## src/rtl/fetch_pkg.sv

```systemverilog
// Shared types and constants for the instruction-fetch stage.
package fetch_pkg;

   // Byte distance between consecutive instructions.
   localparam int PC_STEP = 4;

   // Widths of the standard core configuration.
   localparam int DEF_ADDR_W = 64;
   localparam int DEF_INS_W  = 32;

   // One fetched instruction together with the address it came from.
   // Modules built with non-default widths declare an identically laid out
   // local struct, since a package type cannot follow module parameters.
   typedef struct packed {
      logic [DEF_ADDR_W-1:0] pc;
      logic [DEF_INS_W-1:0]  ins;
   } fetch_entry_t;

endpackage

```

## src/rtl/sync_fifo.sv

```systemverilog
// Generic synchronous FIFO with flush. Full/empty come from the occupancy
// counter; the pointers simply wrap. Push while full is accepted only when a
// pop happens in the same cycle. Flush wins over push and pop.
module sync_fifo #(
   parameter int WIDTH = 8,
   parameter int DEPTH = 4,
   localparam int PTR_W = $clog2(DEPTH),
   localparam int CNT_W = PTR_W + 1
) (
   input  logic             clk_i,
   input  logic             rst_ni,
   input  logic             push_i,
   input  logic             pop_i,
   input  logic             flush_i,
   input  logic [WIDTH-1:0] data_i,
   output logic [WIDTH-1:0] data_o,
   output logic [CNT_W-1:0] count_o,
   output logic             empty_o,
   output logic             full_o
);

   logic [WIDTH-1:0] mem_q [DEPTH];
   logic [PTR_W-1:0] wptr_q, wptr_d;
   logic [PTR_W-1:0] rptr_q, rptr_d;
   logic [CNT_W-1:0] count_q, count_d;
   logic             do_push, do_pop;

   assign empty_o = (count_q == '0);
   assign full_o  = (count_q == CNT_W'(DEPTH));
   assign do_pop  = pop_i & ~empty_o;
   assign do_push = push_i & (~full_o | do_pop);
   assign data_o  = mem_q[rptr_q];
   assign count_o = count_q;

   // Next pointer/occupancy: flush empties the queue outright.
   always_comb begin
      wptr_d  = wptr_q;
      rptr_d  = rptr_q;
      count_d = count_q;
      if (flush_i) begin
         wptr_d  = '0;
         rptr_d  = '0;
         count_d = '0;
      end else begin
         if (do_push) wptr_d = wptr_q + PTR_W'(1);
         if (do_pop)  rptr_d = rptr_q + PTR_W'(1);
         count_d = count_q + CNT_W'(do_push) - CNT_W'(do_pop);
      end
   end

   // Pointer and occupancy state.
   always_ff @(posedge clk_i or negedge rst_ni) begin
      if (!rst_ni) begin
         wptr_q  <= '0;
         rptr_q  <= '0;
         count_q <= '0;
      end else begin
         wptr_q  <= wptr_d;
         rptr_q  <= rptr_d;
         count_q <= count_d;
      end
   end

   // Storage; contents are meaningless once count says so, so no reset.
   always_ff @(posedge clk_i) begin
      if (do_push && !flush_i) mem_q[wptr_q] <= data_i;
   end

endmodule

```

## src/rtl/instr_fetch_unit.sv

```systemverilog
// Decoupled fetch stage: owns the PC, issues sequential fetches and queues
// {pc, instruction} pairs for decode. A redirect flushes the queue and
// restarts fetch at the (word-aligned) target.
module instr_fetch_unit
   import fetch_pkg::*;
#(
   parameter int               ADDR_W   = 64,
   parameter int               INS_W    = 32,
   parameter int               DEPTH    = 4,
   parameter logic [ADDR_W-1:0] RESET_PC = '0,
   localparam int              CNT_W    = $clog2(DEPTH) + 1
) (
   input  logic              i_clk,
   input  logic              i_rst_n,
   output logic [ADDR_W-1:0] o_imAdd,
   output logic              o_imRd,
   input  logic              i_imRdy,
   input  logic [INS_W-1:0]  i_imIns,
   input  logic              i_redirect,
   input  logic [ADDR_W-1:0] i_redirectPC,
   output logic              o_insValid,
   output logic [INS_W-1:0]  o_ins,
   output logic [ADDR_W-1:0] o_insPC,
   input  logic              i_insRdy,
   output logic [CNT_W-1:0]  o_count
);

   typedef struct packed {
      logic [ADDR_W-1:0] pc;
      logic [INS_W-1:0]  ins;
   } entry_t;

   logic [ADDR_W-1:0] pc_q, pc_d;
   logic [ADDR_W-1:0] redir_pc;
   entry_t            push_ent, head_ent;
   logic              pop, fetch, q_empty, q_full;

   // Low two target bits are dropped: instructions are word aligned.
   assign redir_pc = i_redirectPC & ~ADDR_W'(3);

   assign pop      = o_insValid & i_insRdy;
   // A full queue may still accept a fetch when decode drains it this cycle.
   assign o_imRd   = i_rst_n & ~i_redirect & (~q_full | pop);
   assign fetch    = o_imRd & i_imRdy;
   assign o_imAdd  = pc_q;
   assign push_ent = '{pc: pc_q, ins: i_imIns};

   assign o_insValid = ~q_empty;
   assign o_ins      = head_ent.ins;
   assign o_insPC    = head_ent.pc;

   // Next PC: redirect beats sequential advance; a memory stall holds.
   always_comb begin
      pc_d = pc_q;
      if (i_redirect)  pc_d = redir_pc;
      else if (fetch)  pc_d = pc_q + ADDR_W'(PC_STEP);
   end

   // Program counter register.
   always_ff @(posedge i_clk or negedge i_rst_n) begin
      if (!i_rst_n) pc_q <= RESET_PC;
      else          pc_q <= pc_d;
   end

   sync_fifo #(
      .WIDTH ($bits(entry_t)),
      .DEPTH (DEPTH)
   ) u_queue (
      .clk_i   (i_clk),
      .rst_ni  (i_rst_n),
      .push_i  (fetch),
      .pop_i   (pop),
      .flush_i (i_redirect),
      .data_i  (push_ent),
      .data_o  (head_ent),
      .count_o (o_count),
      .empty_o (q_empty),
      .full_o  (q_full)
   );

endmodule

```

## config.mk

```make
export PLATFORM = sky130hd
export DESIGN_NAME = instr_fetch_unit
export DESIGN_NICKNAME = d
export VERILOG_FILES = /design/src/rtl/fetch_pkg.sv /design/src/rtl/sync_fifo.sv /design/src/rtl/instr_fetch_unit.sv
export SDC_FILE = /design/constraint.sdc
export NUM_CORES = 1
export LEC_CHECK = 0
export BUFFER_PORTS_ARGS = -buffer_cell sky130_fd_sc_hd__buf_4
export CORE_UTILIZATION = 45
export DETAILED_ROUTE_END_ITERATION = 8
export PLACE_DENSITY = 0.67
export SYNTH_ARGS = -nofsm -noshare
export SYNTH_HDL_FRONTEND = slang
export SYNTH_SLANG_ARGS = --single-unit
```

## constraint.sdc

```tcl
create_clock -name i_clk -period 4.2 [get_ports i_clk]
set_input_delay 0.84 -clock i_clk [delete_from_list [all_inputs] [get_ports i_clk]]
set_output_delay 0.84 -clock i_clk [all_outputs]
set_load 0.01 [all_outputs]
```

==> impl_results.md, run 1 <==
- Slew HR: 34.5%
- # rows: 73
- TritonCTS clock tree: built
- Most common cell in the synthesized netlist: edfxtp_1
- Least-Margin Pin Slew: 0.983 ns
- Post-synthesis cell area: 18100 um2
- Async set-or-reset flop fraction in the synthesized netlist: 15.5%
- Final WL: 44.2 mm
- Number of synthesized flops with an enable pin: 376
- Setup TNS: 0 ns
- Die Ht: 203 um
- Ports: 266
- First-pass detailed-route iteration total: 6
- Crit-path slowest cell: dfrtp_4
- Post-synth top flop: edfxtp_1
- Largest area contributor in the netlist: edfxtp_1
- Vias in the first global route: 10.8k
- Crit path buf inv count: 2
- Core ar.: 39700 um2
- Cells after Synth: 1046
- Final count of hold timing violations: 0
- Detailed placement HPWL: 27.7 mm
- TritonCTS buffer count: 47
- Die ar.: 41000 um2
- Sequential Power Share: 45.8%
- Area Overhead vs Synth: 23.0%
- Layout net count: 1429
- Number of distinct library cells after synthesis: 59
- Max_cap viols: 0
- Post-cts resize count: 0
- Slowest stage delay, CP: 0.79 ns
- Psw: 3.04 mW
- Initial antenna violation count: 3
- Grt ovf: 0
- DR DRC count: 0
- Clock latency at the later pin of the worst-skew pair: 0.59 ns
- Synth top area share: 62.4%
- Synthesized flop and latch total: 445
- Clock buffer depth: 3
- Gpl congestion: 0.829
- Arr. time, crit path: 2.56 ns
- Comb power frac: 18.9%
- CP delay by family, top: flip-flops
- Final Max Slew Viols: 0
- Syn avg cell area: 17.3 um2
- Crit Path Class: register to output pin
- Layout cells sized above 1: 34.6%
- Final clock skew: 0.0225 ns
- GRT Overall Usage: 21.8%
- Beginning of the critical path: u_queue.rptr_q[0]$_DFFE_PN0P_
- Port Buffer Count: 259
- Postcts setup bufs: 0
- Ys Warns: 0
- Top post-synthesis cells by count: 376 x edfxtp_1, 94 x mux4_2, 69 x dfrtp_1
- Clock-pin slew on the worst setup and hold paths: 0.06 ns
- Vias post-DR: 10.9k
- Pleak: 7.77 nW
- Antenna-violating nets left: 0
- CTS Sinks: 445
- Initial DRC Count: 855
- Avg WL per Cell: 23.5 um
- Fmax achieved: 294 MHz
- Startpoint Class: register
- Fillers: 3132
- Hold WC Path Type: input pin to register
- Status: completed
- Max VDD drop: 337 uV
- Internal Power: 8.66 mW
- R2r startpoint: o_imAdd[2]$_DFFE_PN0N_
- Largest net degree at the start of global routing: 74
- Critical-path maximum fanout: 26
- Final worst-path cycle share: 81.0%
- Crit end category: output pin
- Min Tclk post-route: 3.40 ns
- CP Cell Sequence: buf_4, mux4_2, buf_4
- First-pass GRT wire length: 67.4 mm
- H-tree levels: 2
- CP Data Required Time: 3.36 ns
- Switch share: 26.0%
- Sequential fraction of the synthesis area: 71.9%
- Hold-fix buffers at CTS: 0
- Die W: 203 um
- RSZ-0062 raised after global routing: no
- Top cells by area, synth: edfxtp_1 62%, mux4_2 12%, dfrtp_1 9.5%, nand3_1 1.6%, nand2_1 1.4%
- Clock power share: 35.3%
- Final count of negative-setup-slack endpoints: 0
- Post-DR vias/cell: 5.81
- Pwr Density: 526 nW/um2
- CP dominant cell by count: buf_4
- Total power: 11.7 mW
- Hold path startpoint: i_imIns[28]
- Initial Util: 45.6%
- Clk root buf: clkbuf_16
[cell usage in the layout, fill, tap and decap left out, types with 6 or more instances in the layout]
master	count
clkinv_1	10
a22oi_1	12
nor3_1	10
ha_1	7
inv_1	20
nand3_1	59
o211ai_1	25
clkbuf_1	8
buf_4	275
and3_1	7
nand2_1	68
nor4_1	11
nor2_1	30
nand4_1	32
or4_1	13
mux4_2	94
a21oi_1	11
clkbuf_16	47
o311ai_0	13
buf_12	6
bufinv_16	6
o21ai_0	29
dfrtp_1	67
a31oi_1	14
or3_1	14
and2_1	13
edfxtp_1	376
clkinv_2	9
[worst register-to-register path: stages, from the launching register on]
cell	delay [ns]
dfrtp_1	0.63
ha_1	0.30
nand3_1	0.22
nor3_2	0.59
nand3_1	0.49
or4_1	0.60
nand3_1	0.09
[through the flow]
stage / util, % / worst slack [ns] / hold WS, ns / instance area, um2 / std cells
after floorplan: - / 0.622 / 0.515 / 18100 / 1049
final: 56.1 / 0.799 / 0.458 / 22300 / 1883
after global placement: 52.2 / 0.981 / 0.545 / 20700 / 1796
after global routing: 56.0 / 0.640 / 0.425 / 22300 / 1882
after detailed placement: 52.2 / 0.982 / 0.561 / 20700 / 1796
after CTS: 56.0 / 0.709 / 0.422 / 22300 / 1882
[path summary, 6_finish.rpt]
check | to | cells past startpoint | slack, ns
min reg2reg | u_queue.wptr_q[0]$_DFFE_PN0P_ | 1 | 0.57
max in group asynchronous | u_queue.rptr_q[0]$_DFFE_PN0P_ | 2 | 2.91
max reg2reg | o_imAdd[58]$_DFFE_PN0N_ | 6 | 1.21
min | u_queue.mem_q[2][28]$_DFFE_PP_ | 1 | 0.46
max | o_insPC[15] | 3 | 0.80
min in group asynchronous | o_imAdd[60]$_DFFE_PN0N_ | 2 | 0.57
[flip-flops by register name (all words and copies together) (netlist names)]
register,count
u_queue.mem_q,376
u_queue.rptr_q,2
u_queue.count_o,3
u_queue.wptr_q,2
o_imAdd,62
[routing by layer]
| metal | global-route usage (%) | routed length [um] | vias up |
|---|---|---|---|
| li1 | - | - | 4824 |
| met1 | 30.7 | 18700 | 5645 |
| met2 | 33.7 | 20700 | 391 |
| met3 | 5.83 | 3780 | 70 |
| met4 | 5.88 | 987 | 4 |
| met5 | 0 | 29 | - |
[power groups by stage]
| stage | registers [mW] | clock network, mW | logic, mW |
|---|---|---|---|
| finish | 5.36 | 4.13 | 2.22 |
| global route | 5.40 | 4.39 | 2.39 |
| CTS | 5.36 | 4.23 | 2.26 |
| detailed placement | 5.45 | 0 | 2.25 |
| floorplan | 5.28 | 0 | 1.30 |
| global placement | 5.44 | 0 | 2.24 |
[area by class of cell]
class / instances / area [um2] / area share (%)
Clock buffer: 55 / 1210 / 5.42
Clock inverter: 31 / 332 / 1.49
Sequential cell: 445 / 13000 / 58.5
Multi-Input combinational cell: 523 / 4780 / 21.5
Timing Repair Buffer: 281 / 2180 / 9.81
Tap cell: 525 / 657 / 2.95
Inverter: 22 / 82.6 / 0.371
Antenna cell: 1 / 2.50 / 0.0112
[kinds of logic after synthesis]
logic type	Yosys count	synth area share (%)
AOI/OAI and AO/OA	123	4.71
xor gates and xnor gates	4	0.194
adders and majority gates	8	0.595
buffers and inverters	81	1.82
DFF	445	71.9
muxes	100	12.0
other	1	0.0207
and+or+nand+nor	284	8.70
Power figures use the tool's default switching activity.
==> run 2, diff against run 1 <==
==> constraint.sdc (replaced) <==
create_clock -name i_clk -period 2.9 [get_ports i_clk]
set_input_delay 0.58 -clock i_clk [delete_from_list [all_inputs] [get_ports i_clk]]
set_output_delay 0.58 -clock i_clk [all_outputs]
set_load 0.01 [all_outputs]
==> run 2 against run 1 <==
Final area increased by 1.1%. Worst hold slack worse by 0.25 ns. Clock power rose by 38%.
==> impl_results.md, run 2 (synthesis gave the netlist of run 1 again) <==
- Crit path buf inv count: 2 (unchanged)
- Max_cap viols: 0 (unchanged)
- Arr. time, crit path: 2.19 ns (-0.37 ns)
- Initial antenna violation count: 5 (+2)
- Slowest stage delay, CP: 0.61 ns (-0.18 ns)
- Detailed placement HPWL: 28.3 mm (+2.2%)
- Vias in the first global route: 10.9k (+1.3%)
- First-pass detailed-route iteration total: 5 (-1)
- Fin area: 22500 um2 (+1.1%)
- Post-DR vias/cell: 5.71 (-1.7%)
- Port Buffer Count: 259 (unchanged)
- # rows: 73 (unchanged)
- Fin cells: 1920 (+2.0%)
- Die Ht: 203 um (unchanged)
- Final count of negative-setup-slack endpoints: 0 (unchanged)
- CP Data Required Time: 2.32 ns (-1.04 ns)
- Internal Power: 12.4 mW (+43%)
- Clock latency at the later pin of the worst-skew pair: 0.58 ns (about the same)
- Hold-fix buffers at CTS: 0 (unchanged)
- Sequential Power Share: 45.0% (-0.8 points)
- Least-Margin Pin Slew: 0.969 ns (-0.0135 ns)
- Status: completed
- Hold path startpoint: i_imIns[20]
- Clock buffer depth: 3 (unchanged)
- GR peak layer: met2
- Fmax achieved: 360 MHz
- Final count of hold timing violations: 0 (unchanged)
- R2R setup slack: 0.16 ns (-1.05 ns)
- Pwr Density: 743 nW/um2 (+41%)
- Ports: 266 (unchanged)
- Biggest register: u_queue.mem_q
- Slew HR: 35.4% (+0.90 points)
- Area Overhead vs Synth: 24.4%
- Largest net degree at the start of global routing: 75 (+1.4%)
- Crit-path slowest cell: mux4_2
- Core ar.: 39700 um2 (unchanged)
- Clock-pin slew on the worst setup and hold paths: 0.06 ns (about the same)
- First-pass GRT wire length: 66.9 mm (-0.69%)
- Final Max Slew Viols: 0 (unchanged)
- GRT Overall Usage: 21.6% (-0.19 points)
- Final clock skew: 0.0196 ns (-0.00290 ns)
- Hold Crit Endpoint: u_queue.mem_q[0][20]$_DFFE_PP_
- Final WL: 44.1 mm (-0.23%)
- Most common cell after layout, fill and taps aside: edfxtp_1
- Crit Path Class: register to output pin
- Met1 Usage GRT: 29.5% (-1.2 points)
- Crit end category: output pin
- DR DRC count: 0 (unchanged)
- CTS Sinks: 445 (unchanged)
- Layout net count: 1465 (+2.5%)
- TritonCTS buffer count: 46 (-2.1%)
- H-tree levels: 2 (unchanged)
- Min-Delay Path Depth: 1 (unchanged)
- Max reg flops: 376 (unchanged)
- Die W: 203 um (unchanged)
- Comb power frac: 20.9% (+2.0 points)
- Post-Place Cells: 1833 (+2.1%)
- Initial DRC Count: 861 (+0.70%)
- Switch share: 26.0% (+0.038 points)
- Pleak: 7.92 nW (+2.0%)
- Grt met2 use: 33.7% (about the same)
- Initial Util: 45.6% (unchanged)
- RSZ-0062 raised after global routing: no
- R2r startpoint: o_imAdd[20]$_DFFE_PN0N_
- Vias post-DR: 11.0k (+0.27%)
- Max VDD drop: 495 uV (+47%)
- Global Route met3 Usage: 5.65% (-0.18 points)
- Hold WC Path Type: input pin to register
- CP delay by family, top: multiplexers
- Setup TNS: 0 ns (unchanged)
- Final worst-path cycle share: 95.7%
- Die ar.: 41000 um2 (unchanged)
- Critical-path maximum fanout: 54 (+110%)
- Grt ovf: 0 (unchanged)
- Psw: 4.36 mW (+43%)
- Most frequent cells in the layout: 376 x edfxtp_1, 309 x buf_4, 94 x mux4_2
- Avg WL per Cell: 23.0 um (-2.2%)
- Gpl congestion: 0.819 (-1.2%)
- FF-to-FF path depth: 5 (-1)
- Layout cells sized above 1: 36.1% (+1.5 points)
- Min Tclk post-route: 2.77 ns
- TritonCTS clock tree: built
- Clk root buf: clkbuf_16
- Reg-to-reg endpoint: o_imAdd[58]$_DFFE_PN0N_
- Antenna-violating nets left: 0 (unchanged)
- Dpl cell area: 21000 um2 (+1.5%)
- CP Cell Sequence: buf_12, mux4_2, buf_4
- Clock power share: 34.1% (-1.2 points)
- Startpoint Class: register
## run 2: changes by cell type in the layout (fill, tap and decap cells not counted), moves of 2 or more
| cell | change |
|---|---|
| buf_4 | +34 |
| clkinv_2 | -2 |
| clkbuf_8 | +2 |
| bufinv_16 | -3 |
| diode_2 | +2 |
| buf_12 | +3 |
## run 2: cell type report
type	count	area [um2]
fill	3082	17200
sequential	445	13000
multi-input combinational	523	4780
timing repair buffer	318	2500
clock buffer	58	1240
tap	525	657
clock inverter	26	230
inverter	22	83.8
antenna	3	7.51
## run 2: worst reg2reg max path, stage by stage, from the launching register on
cell     delay (ns)
dfrtp_1        0.53
nand4_1        0.37
nor4_4         0.62
nand3_1        0.47
or4_1          0.59
nand3_1        0.09
## run 2: metrics by stage
| stage | utilization [%] | setup WS, ns | hold WS (ns) | power [mW] |
|---|---|---|---|---|
| 2_1_floorplan | - | -0.418 | 0.284 | 9.53 |
| 3_5_place_dp | 53.0 | -0.0352 | 0.582 | 11.2 |
| 4_1_cts | 56.7 | 0.0415 | 0.167 | 17.0 |
| 6_report | 56.7 | 0.126 | 0.206 | 16.7 |
| 3_3_place_gp | 53.0 | -0.00603 | 0.555 | 11.2 |
| 5_1_grt | 56.7 | 0.0158 | 0.183 | 17.4 |
## run 2: how the worst max path moves through the flow
stage | start | slack, ns | to | cells after the start
2_1_floorplan | i_insRdy | -0.42 | u_queue.mem_q[0][0]$_DFFE_PP_ | 8
3_5_place_dp | i_insRdy | -0.04 | o_imAdd[56]$_DFFE_PN0N_ | 8
5_1_grt | u_queue.rptr_q[0]$_DFFE_PN0P_ | 0.02 | o_insPC[8] | 3
6_report | u_queue.rptr_q[0]$_DFFE_PN0P_ | 0.13 | o_insPC[8] | 3
3_3_place_gp | i_insRdy | -0.006 | o_imAdd[56]$_DFFE_PN0N_ | 8
4_1_cts | u_queue.rptr_q[0]$_DFFE_PN0P_ | 0.04 | o_insPC[8] | 3
## run 2: power groups by stage
stage | logic, mW | registers, mW | clock network, mW
2_1_floorplan | 1.89 | 7.64 | 0
3_3_place_gp | 3.53 | 7.65 | 0
3_5_place_dp | 3.56 | 7.67 | 0
4_1_cts | 3.57 | 7.54 | 5.86
5_1_grt | 3.76 | 7.57 | 6.05
6_report | 3.49 | 7.54 | 5.71
## run 2: routing by layer
layer | share of wire [%] | vias to the layer above | wire length (um)
met1 | 41 | 5608 | 18200
met4 | 2.3 | 4 | 1000
li1 | - | 4903 | -
met3 | 7.9 | 75 | 3460
met2 | 48 | 374 | 21400
met5 | 0.077 | - | 34
## run 2: what timing repair did
item | in CTS | in global routing
buffers inserted | 0 | 0
resized for setup | 0 | 1
endpoints found under the setup margin | 0 | 1
